<file path="src/rtl/usr_irq_pkg.sv">
// Shared constants, mode encodings and FSM state type for the user-interrupt stimulus generator.
package usr_irq_pkg;

    localparam int USR_IRQ_N_DEF     = 6;
    localparam int USR_IRQ_SEL_W_DEF = 3;
    localparam int USR_IRQ_DLY_W_DEF = 8;
    localparam int USR_IRQ_CNT_W_DEF = 8;

    localparam logic [1:0] IRQ_LEVEL  = 2'd0;
    localparam logic [1:0] IRQ_PULSE  = 2'd1;
    localparam logic [1:0] IRQ_REPEAT = 2'd2;

    typedef enum logic [1:0] {
        ST_IDLE   = 2'd0,
        ST_DELAY  = 2'd1,
        ST_ASSERT = 2'd2,
        ST_GAP    = 2'd3
    } irq_state_e;

    // Encoding 3 has no meaning of its own and behaves as a single pulse.
    function automatic logic [1:0] norm_mode(input logic [1:0] mode);
        logic [1:0] res;
        case (mode)
            IRQ_LEVEL:  res = IRQ_LEVEL;
            IRQ_REPEAT: res = IRQ_REPEAT;
            default:    res = IRQ_PULSE;
        endcase
        return res;
    endfunction

endpackage

</file>
<file path="src/rtl/usr_irq_timer.sv">
// Loadable down-counter shared by the delay, high-time and gap phases; stops at zero.
module usr_irq_timer
    import usr_irq_pkg::*;
#(
    parameter int DLY_W = USR_IRQ_DLY_W_DEF
) (
    input  logic             clk_i,
    input  logic             rst_ni,
    input  logic             load_i,
    input  logic [DLY_W-1:0] value_i,
    output logic             zero_o
);

    logic [DLY_W-1:0] cnt_q;
    logic [DLY_W-1:0] cnt_d;

    // Next count: load wins, otherwise decrement and hold at zero.
    always_comb begin
        cnt_d = cnt_q;
        if (load_i) begin
            cnt_d = value_i;
        end else if (cnt_q != {DLY_W{1'b0}}) begin
            cnt_d = cnt_q - DLY_W'(1);
        end else begin
            cnt_d = cnt_q;
        end
    end

    // Count register.
    always_ff @(posedge clk_i or negedge rst_ni) begin
        if (!rst_ni) begin
            cnt_q <= {DLY_W{1'b0}};
        end else begin
            cnt_q <= cnt_d;
        end
    end

    assign zero_o = (cnt_q == {DLY_W{1'b0}});

endmodule

</file>
<file path="src/rtl/usr_irq_stim.sv">
// User-interrupt stimulus generator: turns a select change into a delayed level,
// pulse or repeating pulse on one IRQ line, with ack clearing and a fire counter.
module usr_irq_stim
    import usr_irq_pkg::*;
#(
    parameter int N_IRQ = USR_IRQ_N_DEF,
    parameter int SEL_W = USR_IRQ_SEL_W_DEF,
    parameter int DLY_W = USR_IRQ_DLY_W_DEF,
    parameter int CNT_W = USR_IRQ_CNT_W_DEF
) (
    input  logic             core_clk,
    input  logic             core_rstn,
    input  logic [SEL_W-1:0] irq_en_i,
    input  logic [1:0]       mode_i,
    input  logic [DLY_W-1:0] delay_i,
    input  logic [DLY_W-1:0] pulse_len_i,
    input  logic [N_IRQ-1:0] irq_ack_i,
    output logic [N_IRQ-1:0] irq_o,
    output logic             busy_o,
    output logic [CNT_W-1:0] fire_cnt_o,
    output logic             sel_err_o
);

    logic [SEL_W-1:0] sel_q;
    logic             req_s;
    logic             sel_valid_s;
    logic             sel_inv_s;
    logic [N_IRQ-1:0] sel_oh_s;
    logic [DLY_W-1:0] len_m1_s;

    logic [N_IRQ-1:0] ch_oh_q;
    logic [1:0]       mode_q;
    logic [DLY_W-1:0] delay_q;
    logic [DLY_W-1:0] len_m1_q;

    irq_state_e       state_q, state_d;
    logic [N_IRQ-1:0] irq_q, irq_d;
    logic             busy_q, busy_d;
    logic [CNT_W-1:0] fire_cnt_q, fire_cnt_d;
    logic             sel_err_q, sel_err_d;

    logic             latch_s;
    logic             err_set_s;
    logic             tmr_load_s;
    logic [DLY_W-1:0] tmr_value_s;
    logic             tmr_zero_s;
    logic             ack_hit_s;
    logic             rise_s;

    assign req_s       = (irq_en_i != sel_q);
    assign sel_inv_s   = (irq_en_i > SEL_W'(N_IRQ));
    assign sel_valid_s = (irq_en_i != {SEL_W{1'b0}}) && !sel_inv_s;
    assign ack_hit_s   = |(irq_ack_i & ch_oh_q);
    assign rise_s      = |(irq_d & ~irq_q);

    // Select decoded to the target line as a one-hot mask (line k-1 for select k).
    always_comb begin
        sel_oh_s = {N_IRQ{1'b0}};
        for (int i = 0; i < N_IRQ; i++) begin
            sel_oh_s[i] = (irq_en_i == SEL_W'(i + 1));
        end
    end

    // A zero length counts as one cycle high, so the timer holds length minus one.
    always_comb begin
        len_m1_s = {DLY_W{1'b0}};
        if (pulse_len_i != {DLY_W{1'b0}}) begin
            len_m1_s = pulse_len_i - DLY_W'(1);
        end else begin
            len_m1_s = {DLY_W{1'b0}};
        end
    end

    usr_irq_timer #(
        .DLY_W (DLY_W)
    ) u_timer (
        .clk_i   (core_clk),
        .rst_ni  (core_rstn),
        .load_i  (tmr_load_s),
        .value_i (tmr_value_s),
        .zero_o  (tmr_zero_s)
    );

    // FSM next state, output line and timer control; a request event overrides everything.
    always_comb begin
        state_d     = state_q;
        irq_d       = irq_q;
        latch_s     = 1'b0;
        err_set_s   = 1'b0;
        tmr_load_s  = 1'b0;
        tmr_value_s = {DLY_W{1'b0}};
        if (req_s) begin
            irq_d = {N_IRQ{1'b0}};
            if (sel_valid_s) begin
                latch_s     = 1'b1;
                state_d     = ST_DELAY;
                tmr_load_s  = 1'b1;
                tmr_value_s = delay_i;
            end else begin
                state_d   = ST_IDLE;
                err_set_s = sel_inv_s;
            end
        end else begin
            case (state_q)
                ST_IDLE: begin
                    state_d = ST_IDLE;
                end
                ST_DELAY, ST_GAP: begin
                    if (tmr_zero_s) begin
                        state_d     = ST_ASSERT;
                        irq_d       = ch_oh_q;
                        tmr_load_s  = 1'b1;
                        tmr_value_s = len_m1_q;
                    end else begin
                        state_d = state_q;
                    end
                end
                ST_ASSERT: begin
                    if (mode_q == IRQ_LEVEL) begin
                        if (ack_hit_s) begin
                            irq_d   = {N_IRQ{1'b0}};
                            state_d = ST_IDLE;
                        end else begin
                            state_d = ST_ASSERT;
                        end
                    end else if (tmr_zero_s) begin
                        irq_d = {N_IRQ{1'b0}};
                        if (mode_q == IRQ_REPEAT) begin
                            state_d     = ST_GAP;
                            tmr_load_s  = 1'b1;
                            tmr_value_s = delay_q;
                        end else begin
                            state_d = ST_IDLE;
                        end
                    end else begin
                        state_d = ST_ASSERT;
                    end
                end
                default: begin
                    state_d = ST_IDLE;
                    irq_d   = {N_IRQ{1'b0}};
                end
            endcase
        end
    end

    // Status next values: busy mirrors the next state, counter saturates, error is sticky.
    always_comb begin
        busy_d     = (state_d != ST_IDLE);
        sel_err_d  = sel_err_q | err_set_s;
        fire_cnt_d = fire_cnt_q;
        if (rise_s && (fire_cnt_q != {CNT_W{1'b1}})) begin
            fire_cnt_d = fire_cnt_q + CNT_W'(1);
        end else begin
            fire_cnt_d = fire_cnt_q;
        end
    end

    // Select tracking, FSM state and all registered outputs.
    always_ff @(posedge core_clk or negedge core_rstn) begin
        if (!core_rstn) begin
            sel_q      <= {SEL_W{1'b0}};
            state_q    <= ST_IDLE;
            irq_q      <= {N_IRQ{1'b0}};
            busy_q     <= 1'b0;
            fire_cnt_q <= {CNT_W{1'b0}};
            sel_err_q  <= 1'b0;
        end else begin
            sel_q      <= irq_en_i;
            state_q    <= state_d;
            irq_q      <= irq_d;
            busy_q     <= busy_d;
            fire_cnt_q <= fire_cnt_d;
            sel_err_q  <= sel_err_d;
        end
    end

    // Request parameters captured on a valid request; later input changes are ignored.
    always_ff @(posedge core_clk or negedge core_rstn) begin
        if (!core_rstn) begin
            ch_oh_q  <= {N_IRQ{1'b0}};
            mode_q   <= IRQ_LEVEL;
            delay_q  <= {DLY_W{1'b0}};
            len_m1_q <= {DLY_W{1'b0}};
        end else if (latch_s) begin
            ch_oh_q  <= sel_oh_s;
            mode_q   <= norm_mode(mode_i);
            delay_q  <= delay_i;
            len_m1_q <= len_m1_s;
        end else begin
            ch_oh_q  <= ch_oh_q;
            mode_q   <= mode_q;
            delay_q  <= delay_q;
            len_m1_q <= len_m1_q;
        end
    end

    assign irq_o      = irq_q;
    assign busy_o     = busy_q;
    assign fire_cnt_o = fire_cnt_q;
    assign sel_err_o  = sel_err_q;

endmodule

</file>
<file path="config.mk">
export PLATFORM = sky130hd
export DESIGN_NAME = usr_irq_stim
export DESIGN_NICKNAME = d
export VERILOG_FILES = /design/src/rtl/usr_irq_pkg.sv /design/src/rtl/usr_irq_timer.sv /design/src/rtl/usr_irq_stim.sv
export SDC_FILE = /design/constraint.sdc
export NUM_CORES = 1
export LEC_CHECK = 0
export ABC_AREA = 1
export CORE_MARGIN = 10
export CORE_UTILIZATION = 30
export CTS_BUF_LIST = sky130_fd_sc_hd__clkbuf_4 sky130_fd_sc_hd__clkbuf_8
export DETAILED_ROUTE_END_ITERATION = 10
export DONT_BUFFER_PORTS = 1
export SLEW_MARGIN = 0
export SYNTH_ARGS = -nofsm -noshare
export SYNTH_HDL_FRONTEND = slang
export SYNTH_SLANG_ARGS = --single-unit
</file>
<file path="constraint.sdc">
create_clock -name core_clk -period 2.4 [get_ports core_clk]
set_input_delay 0.36 -clock core_clk [delete_from_list [all_inputs] [get_ports core_clk]]
set_output_delay 0.36 -clock core_clk [all_outputs]
set_load 0.02 [all_outputs]
</file>
# Word level (Yosys, flattened, before mapping)
# Cells that the tools add are included.
[totals] regBits=53 output_inout_bits=16
[classes] n_addsub=3 n_lt_le_gt_ge=1 eq_ne=13 muxes=35 bitwise_logic=4 reduce_logical=15
[op_table] op="8-bit 2-to-1 mux" count=9
[op_table] op="6-bit 2-to-1 mux" count=5
[op_table] op="8-bit one-hot mux with 2 select lines" count=1
[op_table] op="8-bit nonzero test" count=2
[op_table] op="8-bit by 1-bit subtractor with 8-bit output (second input constant)" count=2
[op_table] op="6-bit AND" count=2
[op_table] op="2-bit 2-to-1 mux" count=6
[op_table] op="6-bit one-hot mux with 2 select lines" count=1
[op_table] op="6-bit OR reduction" count=2
[op_table] op="1-bit 2-to-1 mux" count=10
[op_table] op="3-bit == test (second input constant)" count=3
[op_table] op="8-bit by 1-bit adder with 8-bit output (second input constant)" count=1
[op_table] op="2-bit == test (second input constant)" count=4
[op_table] op="8-bit logical NOT" count=1
[op_table] op="8-bit != test (second input constant)" count=1
[op_table] op="3-bit by 2-bit == test with 1-bit output (second input constant)" count=2
[op_table] op="2-bit logical NOT" count=3
[op_table] op="6-bit NOT" count=1
[op_table] op="2-bit one-hot mux with 3 select lines" count=1
[op_table] op="2-bit one-hot mux with 2 select lines" count=1
[op_table] op="2-bit nonzero test" count=2
[op_table] op="3-bit by 1-bit == test with 1-bit output (second input constant)" count=1
[op_table] op="3-bit greater-than comparator (second input constant)" count=1
[op_table] op="3-bit != test" count=1
[op_table] op="7 further kinds" count=8

# Logic depth before layout (Yosys ltp)
# Gate-level depths: netlist (run 1).
[logic_depth] ltp_word=9 ltp_mapped=15 mapped_depth_nobuf=15

# By module
# A second synthesis (run 1) with hierarchy kept.
[hier_totals] cells_unflattened=368 area_unflattened_um2=2889.0
[by_module_without_submodules] module="usr_irq_stim" instances=1 cells_each=297 area_each_um2=2357.3 seq_area_each_um2=1126.1
[by_module_without_submodules] module="usr_irq_timer" instances=1 cells_each=71 area_each_um2=531.8 seq_area_each_um2=200.2

# Least setup slack after synthesis (run 1)
# No wires, ideal clock.
[synth_path] path_kind="flip-flop to flip-flop" start="register u_timer.cnt_q[0]" end="register fire_cnt_q[6], in the netlist fire_cnt_o[6]" setup_time_ns=0.119 t_arrival_ns=1.653 path_slack_ns=0.628 stages_incl_launch_ff=14 path_buffers=0 path_cell_list="dfrtp_1 > inv_1 > ha_1 > nand2_2 > nor2_8 > nand2_4 > inv_1 > nand4_1 > nand2_1 > inv_1 > nand2_4 > nand2_4 > nand2_1 > nand2_1"
[synth_between] elab_chain_cells=8
[synth_lines] element="from (decl)" line_no="usr_irq_timer.sv:14" rtl="logic [DLY_W-1:0] cnt_q;"
[synth_lines] element="from (signal assigned)" line_no="usr_irq_timer.sv:32" rtl="cnt_q <= {DLY_W{1'b0}};"
[synth_lines] element="from (signal assigned)" line_no="usr_irq_timer.sv:34" rtl="cnt_q <= cnt_d;"
[synth_lines] element="8-bit logical NOT *" line_no="usr_irq_timer.sv:38" rtl="assign zero_o = (cnt_q == {DLY_W{1'b0}});"
[synth_lines] element="6-bit 2-to-1 mux" line_no="usr_irq_stim.sv:126" rtl="end else if (tmr_zero_s) begin"
[synth_lines] element="6-bit 2-to-1 mux" line_no="usr_irq_stim.sv:119" rtl="if (mode_q == IRQ_LEVEL) begin"
[synth_lines] element="6-bit one-hot mux with 2 select lines *" line_no="usr_irq_stim.sv:104" rtl="case (state_q)"
[synth_lines] element="6-bit 2-to-1 mux *" line_no="usr_irq_stim.sv:92" rtl="if (req_s) begin"
[synth_lines] element="6-bit AND *" line_no="usr_irq_stim.sv:54" rtl="assign rise_s = |(irq_d & ~irq_q);"
[synth_lines] element="6-bit OR reduction *" line_no="usr_irq_stim.sv:54"
[synth_lines] element="1-bit logical AND *" line_no="usr_irq_stim.sv:152" rtl="if (rise_s && (fire_cnt_q != {CNT_W{1'b1}})) begin"
[synth_lines] element="to (signal assigned)" line_no="usr_irq_stim.sv:166" rtl="fire_cnt_q <= {CNT_W{1'b0}};"
[synth_lines] element="to (signal assigned)" line_no="usr_irq_stim.sv:173" rtl="fire_cnt_q <= fire_cnt_d;"
[synth_lines] element="to (decl)" line_no="usr_irq_stim.sv:39" rtl="logic [CNT_W-1:0] fire_cnt_q, fire_cnt_d;"
# Every way passes the cells marked *; elsewhere a longest branch is shown, timed or not.
# A chain may end at the register's enable or synchronous reset.

# Worst setup path after layout (run 1)
[layout_path] start="register u_timer.cnt_q[0]" end="register fire_cnt_q[0], in the netlist fire_cnt_o[0]"
# Same word-level chain as after synthesis.

==> reports/metrics.cfg, run 1 <==
[run_status]
status = complete, no violations

[sta]
timing.final.crit_period_ns = 2.056
finalSetupViolCount = 0
highest_clock_rate_mhz = 486.4
setup_total_negative_slack_ns = 0
worst_rel_slew_slack_pct = 38.80
final.setup_skew_ns = 0.009430
post-route-period-util_pct = 85.66
unrepaired_setup_endpoints_after_global_routing = false
finalMaxSlewViolations = 0
final_worst_path_setup_slack_ns = 0.3442
worst_slew_pin_slew_ns = 0.9102
timing.final.hold_violations = 0

[min_path]
min-delay-path-class = in -> reg
hold_start = irq_en_i[1]

[placed_design]
buffer_ports.inserted = 0
globalplace.congestion = 0.8430
detailed_place.area_um2 = 3105
hpwl_um = 5247
placement.setup.worst_slack_ns = 0.3244

[clock_network]
cts-root-to-sink-buffers = 2
clk_latency_ns = 0.31
clkSinkCount = 53
cts.htree.levels = 2
numCtsBuffers = 5
clock_tree_from_tritoncts = built
cts-root-buf = sky130_fd_sc_hd__clkbuf_8
clk_pin_slew_worst_paths_ns = 0.10

[grt]
antenna_found_initial = 0
grt_max_degree = 54
globalRouteOverflowTotal = 0
grt_pass1_wl_um = 11820
grt_use_total_pct = 9.980
via_count_of_the_first_global_routing_pass = 2418

[route]
drt_iter0_drc = 150
drt_first_pass_iters = 4
route.vias.total = 2351
vias_per_cell = 4.665
wl_per_cell_um = 13.80
detail_route.drc_violations = 0
drt.antenna.violating_nets = 0
wl_um = 6953

[synthesis]
netlist.top_cell.by_area = sky130_fd_sc_hd__dfrtp_1
syn_area_um2 = 2954
yosys.cell_count.top_type = sky130_fd_sc_hd__nand2_1
synth_largest_type_area_fraction_pct = 44.90
yosys-top-cells-count = sky130_fd_sc_hd__nand2_1 (84), sky130_fd_sc_hd__dfrtp_1 (53), sky130_fd_sc_hd__inv_1 (49)
synth_area_per_cell_um2 = 8.116
synth.distinct_cells = 33
synthesis.nets = 397
synth_enable_flop_cells = 0
synthesis.yosys.warnings = 0
postSynthCellCount = 364
synth_ff_type = sky130_fd_sc_hd__dfrtp_1
synth.yosys.seq_area_share_pct = 44.90
ys_seq_elements = 53
ys_async_sr_fraction_pct = 100.0
top_area_cells_in_the_synthesized_netlist = sky130_fd_sc_hd__dfrtp_1 (45%), sky130_fd_sc_hd__nand2_1 (11%), sky130_fd_sc_hd__inv_1 (6.2%), sky130_fd_sc_hd__nand3_1 (5.4%), sky130_fd_sc_hd__o22ai_1 (3.4%)

[floorplanning]
initial_core_util_pct = 30.50
placementRows = 36
floorplan.die_area_um2 = 14220
core_region_area_um2 = 9684
fp.dieW_um = 119.2
dieHeight_um = 119.2
io_pins = 45

[critical_path]
worstPathBufferInverterCount = 3
worstPathRequired_ns = 2.60
cell_breakdown_of_the_critical_path = inv_1, ha_1, nand2_2, nor2_8, nand2_4, inv_1, nand4_1, nand2_1, inv_1, nand2_4, nand2_4, nand2_1, nand2_1
path_max_fanout = 10
critPathSlowestCell = sky130_fd_sc_hd__dfrtp_1
critPathCaptureType = flop
critPathKind = reg -> reg
crit_start = u_timer.cnt_q[0]$_DFFE_PN0P_
crit_arrival_ns = 2.26
r2r-start = u_timer.cnt_q[0]$_DFFE_PN0P_
cpPeakStageDelay_ns = 0.39
start_kind = flop
timing.critical_path.max_delay_family = simple AND/OR/NAND/NOR gates

[final_layout]
finalNetCount = 403
diodes = 0
finish.instance_area_um2 = 3242
final_layout_size_suffix_gt1_share_pct = 9.704
area_growth_syn_to_layout_pct = 9.742

[flow_run]
maxCapViolations = 0

[pwr]
power.leakage_nw = 1.531
vdd.ir_drop.worst_uv = 279.0
power_per_unit_of_standard_cell_area_nw_per_um2 = 654.3

## power breakdown
group,internal (mW),leakage (nW),switching [mW]
clock network,0.238,0.0478,0.311
logic,0.153,0.821,0.284
registers,1.00,0.662,0.132
## worst register-to-register path: stages, from the launching register on
cell and delay [ns]:
sky130_fd_sc_hd__dfrtp_1 0.39, sky130_fd_sc_hd__inv_1 0.11, sky130_fd_sc_hd__ha_1 0.19, sky130_fd_sc_hd__nand2_2 0.10
sky130_fd_sc_hd__nor2_8 0.22, sky130_fd_sc_hd__nand2_4 0.15, sky130_fd_sc_hd__inv_1 0.16, sky130_fd_sc_hd__nand4_1 0.11
sky130_fd_sc_hd__nand2_1 0.09, sky130_fd_sc_hd__inv_1 0.07, sky130_fd_sc_hd__nand2_4 0.13, sky130_fd_sc_hd__nand2_4 0.10
sky130_fd_sc_hd__nand2_1 0.09, sky130_fd_sc_hd__nand2_1 0.05
## cell usage in the layout, fill, tap and decap left out
cell,count
sky130_fd_sc_hd__a21boi_0,4
sky130_fd_sc_hd__a21oi_1,10
sky130_fd_sc_hd__a21oi_4,2
sky130_fd_sc_hd__a31oi_1,3
sky130_fd_sc_hd__a41oi_1,2
sky130_fd_sc_hd__buf_16,1
sky130_fd_sc_hd__buf_4,1
sky130_fd_sc_hd__clkbuf_8,6
sky130_fd_sc_hd__clkinvlp_4,1
sky130_fd_sc_hd__dfrtp_1,53
sky130_fd_sc_hd__dlygate4sd3_1,1
sky130_fd_sc_hd__ha_1,4
sky130_fd_sc_hd__inv_1,49
sky130_fd_sc_hd__inv_2,4
sky130_fd_sc_hd__inv_6,1
sky130_fd_sc_hd__nand2_1,84
sky130_fd_sc_hd__nand2_2,5
sky130_fd_sc_hd__nand2_4,5
sky130_fd_sc_hd__nand3_1,32
sky130_fd_sc_hd__nand3_2,3
sky130_fd_sc_hd__nand4_1,2
sky130_fd_sc_hd__nor2_1,23
sky130_fd_sc_hd__nor2_2,2
sky130_fd_sc_hd__nor2_4,3
sky130_fd_sc_hd__nor2_8,1
sky130_fd_sc_hd__nor3_1,9
sky130_fd_sc_hd__o21ai_0,17
sky130_fd_sc_hd__o21ai_1,2
sky130_fd_sc_hd__o21bai_1,2
sky130_fd_sc_hd__o22ai_1,16
sky130_fd_sc_hd__o31ai_1,2
sky130_fd_sc_hd__o41ai_1,2
sky130_fd_sc_hd__or2_1,1
sky130_fd_sc_hd__or2_2,1
sky130_fd_sc_hd__xnor2_1,6
sky130_fd_sc_hd__xor2_1,11
## flip-flops by register name, indices dropped and copies added (netlist names)
name and flops:
busy_o 1, ch_oh_q 6, delay_q 8, fire_cnt_o 8, irq_o 6, len_m1_q 8
mode_q 2, sel_err_o 1, sel_q 3, state_q 2, u_timer.cnt_q 8
## logic make-up after synthesis
logic type               after synthesis  synth area share [%]
flip-flops                            53                 44.90
AO/OA/AOI/OAI                         62                 13.26
XOR/XNOR                              17                 5.040
buffers and inverters                 57                 7.496
AND/OR/NAND/NOR                      171                 27.61
adder cells (fa/ha/maj)                4                 1.694
## layer usage
metal  up-vias  global-route usage (%)  part of all wire [%]
li1       1203                       -                     -
met1      1086                   12.14                    45
met2        54                   15.56                    46
met3         8                   4.157                   7.7
met4         0                   3.435                   1.6
met5         -                       0                     0
## through the flow
step / cells / power, mW / hold slack [ns] / util, %
global placement: 494 / 1.555 / 0.06895 / 32.07
finish: 504 / 2.121 / 0.07008 / 33.48
global route: 504 / 2.269 / 0.03603 / 33.48
floorplan: 364 / 1.464 / 0.06441 / -
detailed placement: 494 / 1.569 / 0.06910 / 32.07
CTS: 504 / 2.150 / 0.05182 / 33.48
## cell type report
| class | instances | area, µm² |
|---|---|---|
| fill | 991 | 6442 |
| multi-input combinational | 254 | 1406 |
| sequential | 53 | 1326 |
| inverter | 53 | 198.9 |
| tap | 133 | 166.4 |
| clock buffer | 6 | 82.58 |
| timing repair buffer | 3 | 45.04 |
| clock inverter | 2 | 16.27 |
## path summary, 6_finish.rpt
| check | endpoint | slack (ns) | depth (start not counted) |
|---|---|---|---|
| worst max-delay path | fire_cnt_o[0]$_DFFE_PN0P_ | 0.34 | 13 |
| worst min-delay path | sel_q[1]$_DFF_PN0_ | 0.07 | 0 |
| worst max register to register | fire_cnt_o[0]$_DFFE_PN0P_ | 0.34 | 13 |
| worst min register to register | delay_q[0]$_DFFE_PN0P_ | 0.55 | 2 |
| max in group asynchronous | irq_o[0]$_DFF_PN0_ | 1.59 | 2 |
| min in group asynchronous | delay_q[5]$_DFFE_PN0P_ | 0.57 | 2 |
## what timing repair did
item                                   4_1_cts  5_1_grt
endpoints found under the hold margin       53        0
hold buffers                                 2        0
buffers inserted                             0        0
resized for setup                            0        0
Power figures use the tool's default switching activity.
==> run 2: changes to the inputs <==
- SLEW_MARGIN: 0 -> 5
==> results of run 2 <==
No change in the layout: final DEF, timing and power equal those of run 1.
